`src/rtl/cia_pipe_adder_if.sv`:
```
// Operand/result handshake bundle for cia_pipe_adder: valid/ready on the
// operand side and on the result side.
interface cia_pipe_adder_if #(
    parameter int WIDTH = 32
) ();
    logic             in_valid;
    logic             in_ready;
    logic [WIDTH-1:0] a;
    logic [WIDTH-1:0] b;
    logic             cin;
    logic             sub;
    logic             out_valid;
    logic             out_ready;
    logic [WIDTH-1:0] sum;
    logic             cout;
    logic             ovf;

    modport master (
        output in_valid, a, b, cin, sub, out_ready,
        input  in_ready, out_valid, sum, cout, ovf
    );

    modport slave (
        input  in_valid, a, b, cin, sub, out_ready,
        output in_ready, out_valid, sum, cout, ovf
    );
endinterface

```
`src/rtl/cia_pipe_adder.sv`:
```
// Pipelined carry-increment adder: one SEG-bit segment resolved per stage, with
// collapsing valid/ready flow control. Define CIA_PIPE_SUB_EN to honour bus.sub.
module cia_pipe_adder #(
    parameter int WIDTH = 32,
    parameter int SEG   = 8
) (
    input  logic             clk,
    input  logic             rst_n,
    cia_pipe_adder_if.slave  bus
);
    localparam int STAGES = WIDTH / SEG;

    // Returns {segment carry-out, carry into segment MSB, segment sum}.
    function automatic logic [SEG+1:0] seg_add(input logic [SEG-1:0] sa,
                                               input logic [SEG-1:0] sb,
                                               input logic           ci);
        logic [SEG-1:0] p;
        logic [SEG-1:0] g;
        logic [SEG-1:0] s;
        logic           gp;
        logic           pp;
        logic           cmsb;
        p    = sa ^ sb;
        g    = sa & sb;
        gp   = 1'b0;
        pp   = 1'b1;
        cmsb = ci;
        s    = '0;
        for (int i = 0; i < SEG; i++) begin
            cmsb = gp | (pp & ci);
            s[i] = p[i] ^ cmsb;
            gp   = g[i] | (p[i] & gp);
            pp   = pp & p[i];
        end
        return {gp | (pp & ci), cmsb, s};
    endfunction

    logic [WIDTH-1:0]  a_q    [STAGES];
    logic [WIDTH-1:0]  b_q    [STAGES];
    logic [WIDTH-1:0]  s_q    [STAGES];
    logic [WIDTH-1:0]  a_d    [STAGES];
    logic [WIDTH-1:0]  b_d    [STAGES];
    logic [WIDTH-1:0]  s_d    [STAGES];
    logic [WIDTH-1:0]  a_in_s [STAGES];
    logic [WIDTH-1:0]  b_in_s [STAGES];
    logic [WIDTH-1:0]  s_in_s [STAGES];
    logic [SEG+1:0]    seg_s  [STAGES];
    logic [STAGES-1:0] v_q;
    logic [STAGES-1:0] v_d;
    logic [STAGES-1:0] c_q;
    logic [STAGES-1:0] c_in_s;
    logic [STAGES-1:0] vin_s;
    logic [STAGES-1:0] take_s;
    logic [STAGES-1:0] ready_s;
    logic [STAGES-1:0] ready_dn_s;
    logic              ovf_q;
    logic [WIDTH-1:0]  b_eff_s;
    logic              cin_eff_s;

`ifdef CIA_PIPE_SUB_EN
    // Subtraction is a + ~b + ~cin, so cin acts as borrow-in and cout as no-borrow.
    assign b_eff_s   = bus.sub ? ~bus.b : bus.b;
    assign cin_eff_s = bus.sub ? ~bus.cin : bus.cin;
`else
    logic unused_sub_s;
    assign unused_sub_s = bus.sub;
    assign b_eff_s      = bus.b;
    assign cin_eff_s    = bus.cin;
`endif

    // Ready of stage k is the OR of every downstream hole and out_ready.
    always_comb begin
        logic rdy;
        rdy        = 1'b0;
        ready_s    = '0;
        ready_dn_s = '0;
        for (int k = 0; k < STAGES; k++) begin
            rdy = bus.out_ready;
            for (int j = k + 1; j < STAGES; j++) begin
                rdy = rdy | ~v_q[j];
            end
            ready_dn_s[k] = rdy;
            ready_s[k]    = ~v_q[k] | rdy;
        end
    end

    for (genvar k = 0; k < STAGES; k++) begin : g_stage
        if (k == 0) begin : g_head
            assign a_in_s[k] = bus.a;
            assign b_in_s[k] = b_eff_s;
            assign s_in_s[k] = '0;
            assign c_in_s[k] = cin_eff_s;
            assign vin_s[k]  = bus.in_valid;
        end else begin : g_body
            assign a_in_s[k] = a_q[k-1];
            assign b_in_s[k] = b_q[k-1];
            assign s_in_s[k] = s_q[k-1];
            assign c_in_s[k] = c_q[k-1];
            assign vin_s[k]  = v_q[k-1];
        end
        assign seg_s[k]  = seg_add(a_in_s[k][SEG-1:0], b_in_s[k][SEG-1:0], c_in_s[k]);
        // Operands shift down as segments are consumed; sums shift in from the top.
        assign a_d[k]    = a_in_s[k] >> SEG;
        assign b_d[k]    = b_in_s[k] >> SEG;
        assign s_d[k]    = (s_in_s[k] >> SEG) | (WIDTH'(seg_s[k][SEG-1:0]) << (WIDTH - SEG));
        assign take_s[k] = vin_s[k] & ready_s[k];
    end

    // Stage valid: refilled on a transfer in, cleared when drained downstream.
    always_comb begin
        v_d = take_s | (v_q & ~ready_dn_s);
    end

    // Pipeline registers, loaded only on a transfer into their stage.
    always_ff @(posedge clk) begin
        if (!rst_n) begin
            v_q   <= '0;
            c_q   <= '0;
            ovf_q <= 1'b0;
            for (int k = 0; k < STAGES; k++) begin
                a_q[k] <= '0;
                b_q[k] <= '0;
                s_q[k] <= '0;
            end
        end else begin
            v_q <= v_d;
            for (int k = 0; k < STAGES; k++) begin
                if (take_s[k]) begin
                    a_q[k] <= a_d[k];
                    b_q[k] <= b_d[k];
                    s_q[k] <= s_d[k];
                    c_q[k] <= seg_s[k][SEG+1];
                end
            end
            if (take_s[STAGES-1]) begin
                ovf_q <= seg_s[STAGES-1][SEG+1] ^ seg_s[STAGES-1][SEG];
            end
        end
    end

    assign bus.in_ready  = ready_s[0];
    assign bus.out_valid = v_q[STAGES-1];
    assign bus.sum       = s_q[STAGES-1];
    assign bus.cout      = c_q[STAGES-1];
    assign bus.ovf       = ovf_q;
endmodule

```
`src/flat_wrapper.sv`:
```
// flat-port wrapper written by rule: the top's interface ports become plain ports
module cia_pipe_adder_flat 
#(
    parameter int WIDTH = 32,
    parameter int SEG   = 8
)
  (clk, rst_n, bus_in_valid, bus_a, bus_b, bus_cin, bus_sub, bus_out_ready, bus_in_ready, bus_out_valid, bus_sum, bus_cout, bus_ovf);
  cia_pipe_adder_if #(.WIDTH(WIDTH)) bus_i ();
  input  logic clk;
  input  logic rst_n;
  input wire logic [$bits(bus_i.in_valid)-1:0] bus_in_valid;
  input wire logic [$bits(bus_i.a)-1:0] bus_a;
  input wire logic [$bits(bus_i.b)-1:0] bus_b;
  input wire logic [$bits(bus_i.cin)-1:0] bus_cin;
  input wire logic [$bits(bus_i.sub)-1:0] bus_sub;
  input wire logic [$bits(bus_i.out_ready)-1:0] bus_out_ready;
  output wire logic [$bits(bus_i.in_ready)-1:0] bus_in_ready;
  output wire logic [$bits(bus_i.out_valid)-1:0] bus_out_valid;
  output wire logic [$bits(bus_i.sum)-1:0] bus_sum;
  output wire logic [$bits(bus_i.cout)-1:0] bus_cout;
  output wire logic [$bits(bus_i.ovf)-1:0] bus_ovf;
  assign bus_i.in_valid = bus_in_valid;
  assign bus_i.a = bus_a;
  assign bus_i.b = bus_b;
  assign bus_i.cin = bus_cin;
  assign bus_i.sub = bus_sub;
  assign bus_i.out_ready = bus_out_ready;
  assign bus_in_ready = bus_i.in_ready;
  assign bus_out_valid = bus_i.out_valid;
  assign bus_sum = bus_i.sum;
  assign bus_cout = bus_i.cout;
  assign bus_ovf = bus_i.ovf;
  cia_pipe_adder #(.WIDTH(WIDTH), .SEG(SEG)) u_core (.clk(clk), .rst_n(rst_n), .bus(bus_i));
endmodule
```
`config.mk`:
```
export PLATFORM = sky130hd
export DESIGN_NAME = cia_pipe_adder_flat
export DESIGN_NICKNAME = d
export VERILOG_FILES = /design/src/rtl/cia_pipe_adder_if.sv /design/src/rtl/cia_pipe_adder.sv /design/src/flat_wrapper.sv
export SDC_FILE = /design/constraint.sdc
export NUM_CORES = 1
export LEC_CHECK = 0
export ABC_CLOCK_PERIOD_IN_PS = 3600
export BUFFER_PORTS_ARGS = -buffer_cell sky130_fd_sc_hd__buf_2
export CORE_MARGIN = 2
export CORE_UTILIZATION = 30
export DETAILED_ROUTE_END_ITERATION = 12
export GPL_TIMING_DRIVEN = 0
export HOLD_SLACK_MARGIN = 0.03
export PLACE_DENSITY = 0.5
export SLEW_MARGIN = 20
export SYNTH_ARGS = -nofsm -noshare
export SYNTH_HDL_FRONTEND = slang
export SYNTH_SLANG_ARGS = --single-unit
```
`constraint.sdc`:
```
create_clock -name clk -period 3.6 [get_ports clk]
set_input_delay 0.72 -clock clk [delete_from_list [all_inputs] [get_ports clk]]
set_output_delay 0.72 -clock clk [all_outputs]
set_load 0.005 [all_outputs]
```
== After elaboration in Yosys (flattened, before gate mapping) ==
Memories as Yosys holds them, arrays and structs flattened.
Index checks and enable logic that the tools add are counted.
Word-level totals
  register bits after elaboration: 9
  bits in latches: 0
  bits in writable memories: 320
  bits in read-only memories: 0
  input port bits: 70
  output and inout port bits: 36
  word-level logic and storage cells: 258
  memories: 3
Cells by class
  add/sub/neg operators: 0
  $mul: 0
  divide/modulo/power cells: 0
  order comparisons: 0
  eq/ne operators: 0
  shifts and indexed selects: 0
  mux-type cells: 25
  bitwise operators: 224
  reduce and logical (&&, ||, !) cells: 0
Memories
  u_core.s_q: words 4, bits a word 32, rd ports 4, clocked after Yosys merged registers in 0, write ports 4, RTL line cia_pipe_adder.sv:40  | logic [WIDTH-1:0] s_q [STAGES];
  u_core.a_q: words 4, bits a word 24, rd ports 3, clocked after Yosys merged registers in 0, write ports 4, RTL line cia_pipe_adder.sv:38  | logic [WIDTH-1:0] a_q [STAGES];
  u_core.b_q: words 4, bits a word 24, rd ports 3, clocked after Yosys merged registers in 0, write ports 4, RTL line cia_pipe_adder.sv:39  | logic [WIDTH-1:0] b_q [STAGES];
Operators by type and width (number)
  $mux W24: 8
  $mux W32: 4
  $or A24 B32 Y32: 3
  $and A1 B1 Y1: 92
  $or A1 B1 Y1: 81
  $xor A1 B1 Y1: 33
  $and A8 B8 Y8: 4
  $xor A8 B8 Y8: 4
  $mux W1: 13
  $and A4 B4 Y4: 1
  $not A1 Y1: 4
  $not A4 Y4: 1
  $or A4 B4 Y4: 1

== Longest topological paths before layout ==
Gate-level depths: netlist of the first run.
An unclocked memory read counts as a cell.
  depth after elaboration: 18
  gate-level depth with buffers: 7
  mapped depth without buffers: 6

== Least setup slack after synthesis of the first run ==
Ideal clock, no wire load.
  kind: input to register
  from: input port bus_out_ready
  to: memory u_core.a_q[0][0] in the netlist's numbering, enable pin
  setup time: 0.635 ns
  data arrival time: 2.224 ns
  required time: 2.965 ns
  path slack: 0.741 ns
  stages on the path: 3
  buffers on the path: 0
  path through: nand4b_4 o21ai_0 nand2_1
RTL lines
  from (decl): RTL line flat_wrapper.sv:16  | input wire logic [$bits(bus_i.out_ready)-1:0] bus_out_ready;
  to (decl): RTL line cia_pipe_adder.sv:38

==> run summary, run 1 <==
Core Area - 0.0262 sq mm
TritonCTS Sinks - 185
Share of cells above drive strength 1 - 0.279
Post-CTS Hold Buffers - 0
Antenna Nets Post-Route - 0
Peak fanout along the critical path - 28
F_max - 396 MHz
FFs w/ async S/R, synth - 0
Crit-path slowest cell - clkbuf_1
Fin Clk Skew - 0.0114 ns
Unique masters post-synth - 48
Post-CTS resize count - 0
Critical path's most frequent cell - clkbuf_1
Port Buffer Count - 104
Clock power frac - 0.394
Die Wd - 168 um
First-pass GRT wire length - 22700 um
Max Cap Viol - 0
DRT iter0 DRCs - 208
Worst slack, placed - 0.619 ns
Flops & latches, synth - 185
Clk_lat worst skew - 0.42 ns
Fin crit period - 2.52 ns
Cell count after synthesis - 549
Internal Power - 3.81 mW
Count of pins over their slew limit - 0
RePlAce Congestion - 0.761
Critical path arrival - 2.69 ns
IO Pins - 106
Hold WC Path Type - flip-flop to flip-flop
Power share of the sequential group - 0.531
Combinational Power Share - 0.076
DRC errors left - 0
Worst-Margin Slew - 0.739 ns
Leakage power - 3.95 nW
DRT Wirelength - 13900 um
Via-to-Cell Ratio - 4.18
TritonCTS Buffers - 17
Crit-path max cell delay - 0.57 ns
Worst slew margin - 0.508
GRT Resource Usage Total - 0.104
Initial antenna violation count - 0
Area of the die - 0.0281 sq mm
Clock Pin Slew Worst Setup and Hold Paths - 0.06 ns
ANT cells - 0
Setup bufs post-CTS - 0
WP data required - 3.77 ns
Largest net degree at the start of global routing - 57
Die H - 168 um
YS warnings - 0
Via count - 4272
Root Buffer - clkbuf_16
Crit path kind - input port to flip-flop
CTS Buffer Depth - 2
Post-synth net total - 655
First-pass DRT Iterations - 4
CP cell instances - buf_2, clkbuf_1, clkbuf_1, nand2_2, buf_12
Mapped cell area - 0.00804 sq mm
Primary FF master, synth - edfxtp_1
Period utilization - 0.701
Sw Share - 0.201
Status - complete, no violations
DPL Wire Length - 10700 um
Row count - 59
Pwr Total - 4.77 mW
Seq/Total Area, Yosys - 0.680
CTS tree - yes
Mean area per synthesized cell - 14.6 sq um
Layout Nets - 780
Gr ovfl total - 0
Setup Viol. Count Final - 0
Worst setup SP type - input port
Sw power - 957 uW
Worst VDD drop - 0.240 mV
Worst Setup End Kind - flip-flop
RSZ-0062 raised after global routing - no
Power Dens Cells - 495 mW/mm^2
Number of enable flip-flop cells after synthesis - 176
Number of H-tree levels - 4
Layout Area Growth over Synthesis - 19.8%
Setup ws final - 1.08 ns
WL/cell - 13.6 um
Vias in the first global route - 4410
Final hold viol count - 0
Initial Utilization - 0.307
synth_stat cells (2+ instances only):
library cell,instances,area share
a211oi_1,5,0.0047
a21boi_0,5,0.0047
a21o_1,12,0.011
a21oi_1,12,0.0075
a311oi_1,2,0.0022
and2_1,106,0.083
and2_2,33,0.031
and2_4,10,0.011
and3_1,2,0.0016
and3_2,2,0.0019
clkbuf_1,12,0.0056
clkbuf_2,3,0.0019
dfxtp_1,9,0.022
edfxtp_1,176,0.66
fa_1,4,0.010
ha_1,32,0.050
inv_1,6,0.0028
nand2_1,13,0.0061
nand2b_1,6,0.0047
nand3_1,9,0.0056
nand4_1,2,0.0016
nor2_1,21,0.0098
nor3_1,13,0.0081
nor3b_1,3,0.0028
nor4b_1,2,0.0022
o21a_1,5,0.0047
o21ai_0,7,0.0044
o21ai_1,3,0.0019
o311a_1,2,0.0025
xnor2_1,11,0.012
xor2_1,4,0.0044
sequential cells by signal (all words and copies together) (netlist names):
signal,count
u_core.b_q,48
u_core.bus.ovf,1
u_core.a_q,48
u_core.s_q,80
u_core.v_q,4
u_core.c_q,4
kinds of logic (layout without fill, tap and decap cells):
family	Yosys count	count (layout)	synth area share
multiplexers	1	1	0.00125
adder cells (fa/ha/maj)	36	36	0.0598
flip-flops	185	185	0.680
AND/OR/NAND/NOR	227	227	0.176
XOR/XNOR	15	15	0.0163
buffers and inverters	24	162	0.0140
AO/OA/AOI/OAI	61	61	0.0525
layout by cell type, fill, tap and decap left out, types with 5 or more instances in the layout:
| cell | instances |
|---|---|
| edfxtp_1 | 176 |
| and2_2 | 33 |
| ha_1 | 32 |
| a211oi_1 | 5 |
| clkbuf_16 | 17 |
| xnor2_1 | 11 |
| a21boi_0 | 5 |
| nand3_1 | 9 |
| nor2_1 | 21 |
| clkbuf_1 | 18 |
| and2_1 | 106 |
| nand2b_1 | 6 |
| and2_4 | 10 |
| a21o_1 | 12 |
| o21a_1 | 5 |
| inv_1 | 6 |
| nand2_1 | 9 |
| a21oi_1 | 12 |
| buf_2 | 104 |
| dfxtp_1 | 9 |
| nor3_1 | 13 |
| o21ai_0 | 7 |
path summary, 6_finish.rpt:
path / startpoint / end / slack (ns) / cells past startpoint
min reg2reg: u_core.bus.ovf / u_core.bus.ovf / 0.46 / 2
max: rst_n / u_core.a_q[0][33] / 1.08 / 5
max reg2reg: u_core.v_q[1] / u_core.a_q[0][15] / 1.34 / 3
min: u_core.bus.ovf / u_core.bus.ovf / 0.46 / 2
critical path: cells and delay by family:
family | cells | cell delay (ns)
buf+inv | 4 | 1.46
simple gates | 1 | 0.49
power groups by stage:
| stage | registers, mW | clock network, mW | logic [mW] |
|---|---|---|---|
| after floorplan | 2.57 | 0 | 0.231 |
| after global placement | 2.58 | 0 | 0.347 |
| after detailed placement | 2.58 | 0 | 0.365 |
| after CTS | 2.53 | 1.93 | 0.368 |
| after global routing | 2.54 | 2.02 | 0.410 |
| final | 2.53 | 1.88 | 0.361 |
per-layer routing:
layer / part of all wire / track usage
met4: 0.010 / 0.0363
met3: 0.039 / 0.0293
met1: 0.51 / 0.146
met5: 0 / 0
met2: 0.44 / 0.155
cell type report:
cell class                      instances  area, sq um
Buffer                                 17         86.3
Clock buffer                           23          448
Clock inverter                          9          148
Fill cell                            2482        16600
Inverter                                7         26.3
Multi-Input combinational cell        340         2470
Sequential cell                       185         5470
Tap cell                              335          419
Timing Repair Buffer                  106          561
stage by stage:
step	hold WS, ns	util	instances	area, sq um	setup TNS [ns]
after global placement	0.456	0.343	988	8980	-22.59
after floorplan	0.456	-	549	8040	0
after CTS	0.467	0.367	1022	9630	0
after detailed placement	0.458	0.345	990	9030	0
final	0.463	0.367	1022	9630	0
after global routing	0.497	0.367	1022	9630	0
Note: power is estimated with default switching activity, not from simulation.
==> run 2: changes to the inputs <==
- ABC_AREA: default -> 1
- ABC_CLOCK_PERIOD_IN_PS: 3600 -> 2600
- clock period: 3.6 -> 2.6 ns (I/O delays scaled with it)
==> run summary, run 2 <==
Status - complete, no violations
Fill cells - 2674 (+7.7%)
Synth area leaders - edfxtp_1, inv_1, nor2_1, ha_1, nand2_1
Crit path kind - flip-flop to primary output
Count leader, synth - inv_1
Worst slew margin - 0.497 (-0.0103)
Post-CTS resize count - 0 (unchanged)
ANT cells - 0 (unchanged)
IO Pins - 106 (unchanged)
Setup bufs post-CTS - 0 (unchanged)
Leakage power - 4.45 nW (+13%)
Setup ws final - 0.502 ns (-0.575 ns)
Multi-input gate area - 0.00189 sq mm (-24%)
Area of the die - 0.0286 sq mm (+1.7%)
Min-Delay Startpoint - bus_b[21]
Number of H-tree levels - 4 (unchanged)
DRC errors left - 0 (unchanged)
CTS tree - yes
Critical path arrival - 1.58 ns (-1.11 ns)
Worst r2r path cells - 9 (+6)
Cell count after synthesis - 752 (+37%)
TritonCTS Buffers - 17 (unchanged)
TritonCTS Sinks - 185 (unchanged)
Worst slack, placed - 0.305 ns (-0.313 ns)
Peak fanout along the critical path - 3 (-89%)
Crit Reg-Reg Endpoint - u_core.b_q[0][22]
DPL Wire Length - 10500 um (-2.4%)
Final cell count without fillers - 1230 (+20%)
Flops & latches, synth - 185 (unchanged)
Clock Pin Slew Worst Setup and Hold Paths - 0.07 ns (about the same)
Via count - 4698 (+10%)
YS warnings - 0 (unchanged)
Clock power frac - 0.421 (+0.027)
Mean area per synthesized cell - 10.9 sq um (-26%)
Initial antenna violation count - 0 (unchanged)
GRT Resource Usage Total - 0.104 (-0.000257)
Sw power - 1.46 mW (+52%)
Seq/Total Area, Yosys - 0.668 (-0.0117)
Reg2reg setup slack - 0.62 ns (-0.72 ns)
Post-synth net total - 858 (+31%)
Number of enable flip-flop cells after synthesis - 176 (unchanged)
Primary FF master, synth - edfxtp_1
Hold WC Path Type - input port to flip-flop
Antenna Nets Post-Route - 0 (unchanged)
Cell taking the most area after synthesis - edfxtp_1
Final hold viol count - 0 (unchanged)
Largest regs - u_core.s_q x80, u_core.a_q x48, u_core.b_q x48
DRT iter0 DRCs - 268 (+29%)
RePlAce Congestion - 0.733 (-3.8%)
Post-synth top area share - 0.646 (-0.0113)
Combinational Power Share - 0.071 (-0.005)
Internal Power - 5.44 mW (+43%)
Sw Share - 0.211 (+0.0103)
First-pass GRT wire length - 23200 um (+2.2%)
WL/cell - 11.3 um (-16%)
CTS Buffer Depth - 2 (unchanged)
Worst setup SP type - flip-flop
Share of cells above drive strength 1 - 0.200 (-0.0793)
Worst Setup End Kind - primary output
Via-to-Cell Ratio - 3.82 (-8.6%)
Layout Area Growth over Synthesis - 20.5%
End of the worst hold path - u_core.b_q[0][13]
Fin crit period - 2.10 ns
Setup tns final - 0 ns (unchanged)
Gr ovfl total - 0 (unchanged)
Port Buffer Count - 103 (-0.96%)
Power Dens Cells - 700 mW/mm^2 (+41%)
Row count - 60 (+1.7%)
Mapped cell area - 0.00818 sq mm (+1.7%)
Post-CTS Hold Buffers - 0 (unchanged)
Setup Viol. Count Final - 0 (unchanged)
FFs w/ async S/R, synth - 0 (unchanged)
Vias in the first global route - 4665 (+5.8%)
Core Area - 0.0269 sq mm (+2.6%)
Most frequent cells in the layout - inv_1, edfxtp_1, nor2_1
Power share of the sequential group - 0.507 (-0.024)
Die H - 169 um (+0.85%)
Worst R2R Start - u_core.v_q[3]
Period utilization - 0.807
Most common cell after layout, fill and taps aside - inv_1
Largest net degree at the start of global routing - 57 (unchanged)
FF/Latch Area - 0.00547 sq mm (unchanged)
DRT Wirelength - 13900 um (+0.50%)
Worst VDD drop - 0.331 mV (+38%)
First-pass DRT Iterations - 4 (unchanged)
Max Cap Viol - 0 (unchanged)
Root Buffer - clkbuf_16
F_max - 477 MHz
Largest Register - u_core.s_q
Fin Clk Skew - 0.0103 ns (-0.00108 ns)
Largest register FFs - 80 (unchanged)
Initial Utilization - 0.304 (-0.00242)
Count of pins over their slew limit - 0 (unchanged)
Top post-synthesis cells by count - inv_1, edfxtp_1, nor2_1, nand2_1, ha_1
Die Wd - 169 um (+0.85%)
Unique masters post-synth - 24 (-50%)
Placed Cells - 1198 (+21%)
Hold depth - 3 (+1)
RSZ-0062 raised after global routing - no
Layout Nets - 982 (+26%)
Clk_lat worst skew - 0.42 ns (about the same)
Final Core Density - 0.367 (-0.000769)
WP data required - 2.08 ns (-1.69 ns)
Worst-Margin Slew - 0.753 ns (+0.0148 ns)
==> run 2: cell count changes after synthesis, sizes merged, moves of 12 or more <==
cell and delta:
a21o -12, and2 -149, nand2 +64, clkbuf -13, inv +187, nor2 +151
nor3 -13, o21ai +13
==> run 2: final cells by class <==
cell class	count	area share
timing repair buffer	105	0.0572
buffer	15	0.0108
tap	341	0.0433
clock inverter	15	0.0249
multi-input combinational	357	0.191
clock buffer	17	0.0432
inverter	195	0.0745
sequential	185	0.555
==> run 2: worst max-delay path: stages (launching register included) <==
cell and delay (ns):
dfxtp_1 0.34, nand2_1 0.13, nor2_1 0.11, inv_1 0.07
nor2_1 0.12, inv_2 0.06, nor2_1 0.12, inv_1 0.07
buf_2 0.14
==> run 2: kinds of logic (layout without fill, tap and decap cells) <==
kind of cell,Yosys count,after routing,share of synthesized area
compound gates,51,51,0.0318
xor+xnor,5,5,0.00536
fa+ha+maj,36,36,0.0588
buf+inv,210,347,0.103
simple gates,265,265,0.133
flops,185,185,0.668
==> run 2: worst max path at each step <==
| stage | end | cells past startpoint | slack, ns | startpoint |
|---|---|---|---|---|
| finish | bus_in_ready | 8 | 0.50 | u_core.v_q[3] |
| global route | bus_in_ready | 8 | 0.34 | u_core.v_q[3] |
| CTS | bus_in_ready | 8 | 0.49 | u_core.v_q[3] |
| detailed placement | u_core.b_q[0][20] | 11 | 0.31 | bus_out_ready |
| global placement | u_core.b_q[0][36] | 9 | -0.57 | bus_out_ready |
| floorplan | u_core.a_q[0][24] | 8 | 0.21 | bus_out_ready |
==> run 2: stage by stage <==
stage               power [mW]  cell area (sq um)  hold slack [ns]
floorplan                 3.87               8180            0.451
global placement          4.06               9120            0.462
detailed placement        4.07               9180            0.459
CTS                       6.99               9850            0.375
global route              7.18               9850            0.379
finish                    6.90               9850            0.394
==> run 2: power groups by stage <==
stage | combinational, mW | clock, mW | sequential (mW)
detailed placement | 0.500 | 0 | 3.57
global route | 0.579 | 3.09 | 3.52
global placement | 0.484 | 0 | 3.57
CTS | 0.505 | 2.98 | 3.50
finish | 0.491 | 2.91 | 3.50
floorplan | 0.316 | 0 | 3.56
==> run 2: routing by layer <==
layer / vias up / part of all wire / GRT usage
met5: - / 0 / 0
met4: 0 / 0.011 / 0.0334
met3: 10 / 0.032 / 0.0248
met2: 88 / 0.45 / 0.164
met1: 2003 / 0.51 / 0.142
li1: 2597 / - / -
==> run 3: changes to the inputs <==
- ABC_CLOCK_PERIOD_IN_PS: 2600 -> 2000
- clock period: 2.6 -> 2 ns (I/O delays scaled with it)
==> run summary, run 3 (synthesis gave the netlist of run 2 again) <==
CTS Buffer Depth - 2 (unchanged)
Port Buffer Count - 103 (unchanged)
DRT Wirelength - 14100 um (+0.75%)
Setup tns final - 0 ns (unchanged)
Initial antenna violation count - 0 (unchanged)
Share of cells above drive strength 1 - 0.232 (+0.0319)
Die Wd - 169 um (unchanged)
Min-Delay Startpoint - bus_in_valid
Clock Pin Slew Worst Setup and Hold Paths - 0.07 ns (about the same)
Fin area - 0.00990 sq mm (+0.50%)
Worst Setup End Kind - flip-flop
Worst setup SP type - flip-flop
Fin Clk Skew - 0.00632 ns (-0.00397 ns)
Setup Viol. Count Final - 0 (unchanged)
RePlAce Congestion - 0.753 (+2.7%)
Largest regs - u_core.s_q x80, u_core.a_q x48, u_core.b_q x48
Pwr Total - 8.45 mW (+22%)
Sw power - 1.88 mW (+29%)
Row count - 60 (unchanged)
Die H - 169 um (unchanged)
First-pass DRT Iterations - 4 (unchanged)
Via-to-Cell Ratio - 3.83 (+0.26%)
DRC errors left - 0 (unchanged)
WP data required - 2.18 ns (+0.10 ns)
Vias in the first global route - 4519 (-3.1%)
Placed Cells - 1197 (-0.083%)
Worst slew margin - 0.519 (+0.0218)
RSZ-0062 raised after global routing - yes
Largest Register - u_core.s_q
Initial Utilization - 0.304 (unchanged)
Peak fanout along the critical path - 3 (unchanged)
F_max - 523 MHz
DPL Wire Length - 10400 um (-0.71%)
Crit. Startpoint - u_core.a_q[0][48]
Worst hold slack - 0.265 ns (-0.129 ns)
DRT iter0 DRCs - 242 (-9.7%)
Gr ovfl total - 0 (unchanged)
Worst R2R Start - u_core.a_q[0][48]
Largest register FFs - 80 (unchanged)
Leakage power - 4.43 nW (-0.40%)
Crit-path max cell delay - 0.42 ns (+0.08 ns)
CP cell instances - ha_1, nand2_1, nor2_1, nand3_1, nand3_2, nand2_2, nand2_2, nand2_2, nand2_2, nand2_2, nand2_2, nand2_2, nand2_2, nor2_2
Fin crit period - 1.91 ns
Layout Area Growth over Synthesis - 21.1%
Layout Nets - 989 (+0.71%)
Area of the die - 0.0286 sq mm (unchanged)
WL/cell - 11.4 um (+0.18%)
Critical path arrival - 2.09 ns (+0.51 ns)
Clock power frac - 0.381 (-0.040)
Power Dens Cells - 853 mW/mm^2 (+22%)
Post-CTS Hold Buffers - 0 (unchanged)
Period utilization - 0.957
Via count - 4737 (+0.83%)
ANT cells - 0 (unchanged)
Antenna Nets Post-Route - 0 (unchanged)
Final cell count without fillers - 1237 (+0.57%)
Multi-input gate area - 0.00201 sq mm (+6.4%)
Sw Share - 0.222 (+0.0114)
Critical path's most frequent cell - nand2_2
Number of H-tree levels - 4 (unchanged)
IO Pins - 106 (unchanged)
TritonCTS Buffers - 17 (unchanged)
Crit path kind - flip-flop to flip-flop
Fill cells - 2711 (+1.4%)
Count of pins over their slew limit - 0 (unchanged)
Largest net degree at the start of global routing - 57 (unchanged)
CTS tree - yes
First-pass GRT wire length - 22900 um (-1.6%)
Power share of the sequential group - 0.539 (+0.032)
Most frequent cells in the layout - inv_1, edfxtp_1, nor2_1
FF/Latch Area - 0.00547 sq mm (about the same)
Combinational Power Share - 0.080 (+0.009)
Max Cap Viol - 0 (unchanged)
Most common cell after layout, fill and taps aside - inv_1
Clk_lat worst skew - 0.42 ns (about the same)
Hold WC Path Type - input port to flip-flop
Worst VDD drop - 0.398 mV (+20%)
Worst-Margin Slew - 0.719 ns (-0.0345 ns)
Core Area - 0.0269 sq mm (unchanged)
Internal Power - 6.57 mW (+21%)
Crit-path slowest cell - edfxtp_1
Status - complete, no violations
Final hold viol count - 0 (unchanged)
GRT Resource Usage Total - 0.103 (-0.00121)
Root Buffer - clkbuf_16
TritonCTS Sinks - 185 (unchanged)
Area after DPL - 0.00915 sq mm (-0.30%)
-- run 3: final timing paths --
| path | to | slack [ns] | cells past startpoint |
|---|---|---|---|
| worst max-delay path | u_core.s_q[3][31] | 0.09 | 14 |
| worst min-delay path | u_core.v_q[0] | 0.26 | 3 |
| worst min register to register | u_core.c_q[3] | 0.48 | 2 |
| worst max register to register | u_core.s_q[3][31] | 0.09 | 14 |
-- run 3: stage by stage --
stage	worst slack, ns	util
final	0.0868	0.368
after floorplan	0.00289	-
after detailed placement	-0.345	0.341
after global placement	-0.561	0.340
after global routing	-0.0669	0.368
after CTS	0.00303	0.362
-- run 3: power by group through the flow --
stage,sequential (mW),clock (mW),combinational [mW]
5_1_grt,4.58,3.47,0.780
3_5_place_dp,4.64,0,0.639
4_1_cts,4.56,3.29,0.647
3_3_place_gp,4.64,0,0.630
2_1_floorplan,4.62,0,0.412
6_report,4.56,3.22,0.675
-- run 3: layout make-up --
type | instances | area share
repair buffers | 112 | 0.0602
inverters | 195 | 0.0742
multi-input cells | 357 | 0.203
plain buffers | 15 | 0.0107
well taps | 341 | 0.0431
flip-flops and latches | 185 | 0.552
clock buffers | 18 | 0.0433
clock inverters | 14 | 0.0134
-- run 3: routing by layer --
layer  vias up  wire, um  track usage  share of wire
li1       2613         -            -              -
met1      2016      7200        0.141           0.51
met2        93      6170        0.160           0.44
met3        15       471       0.0255          0.034
met4         0       217       0.0353          0.015
met5         -         0            0              0
-- run 3: repair_timing --
item	4_1_cts	5_1_grt
buffers inserted	0	8
cloned	0	0
endpoints found under the setup margin	105	89
pin swaps	0	17
resized for setup	2	28
-- run 3: worst max-delay path: cells and delay by family, from the launching register on --
kind	cells	cell delay, ns
adder cells (fa/ha/maj)	1	0.32
flip-flops	1	0.42
AND/OR/NAND/NOR	13	0.94
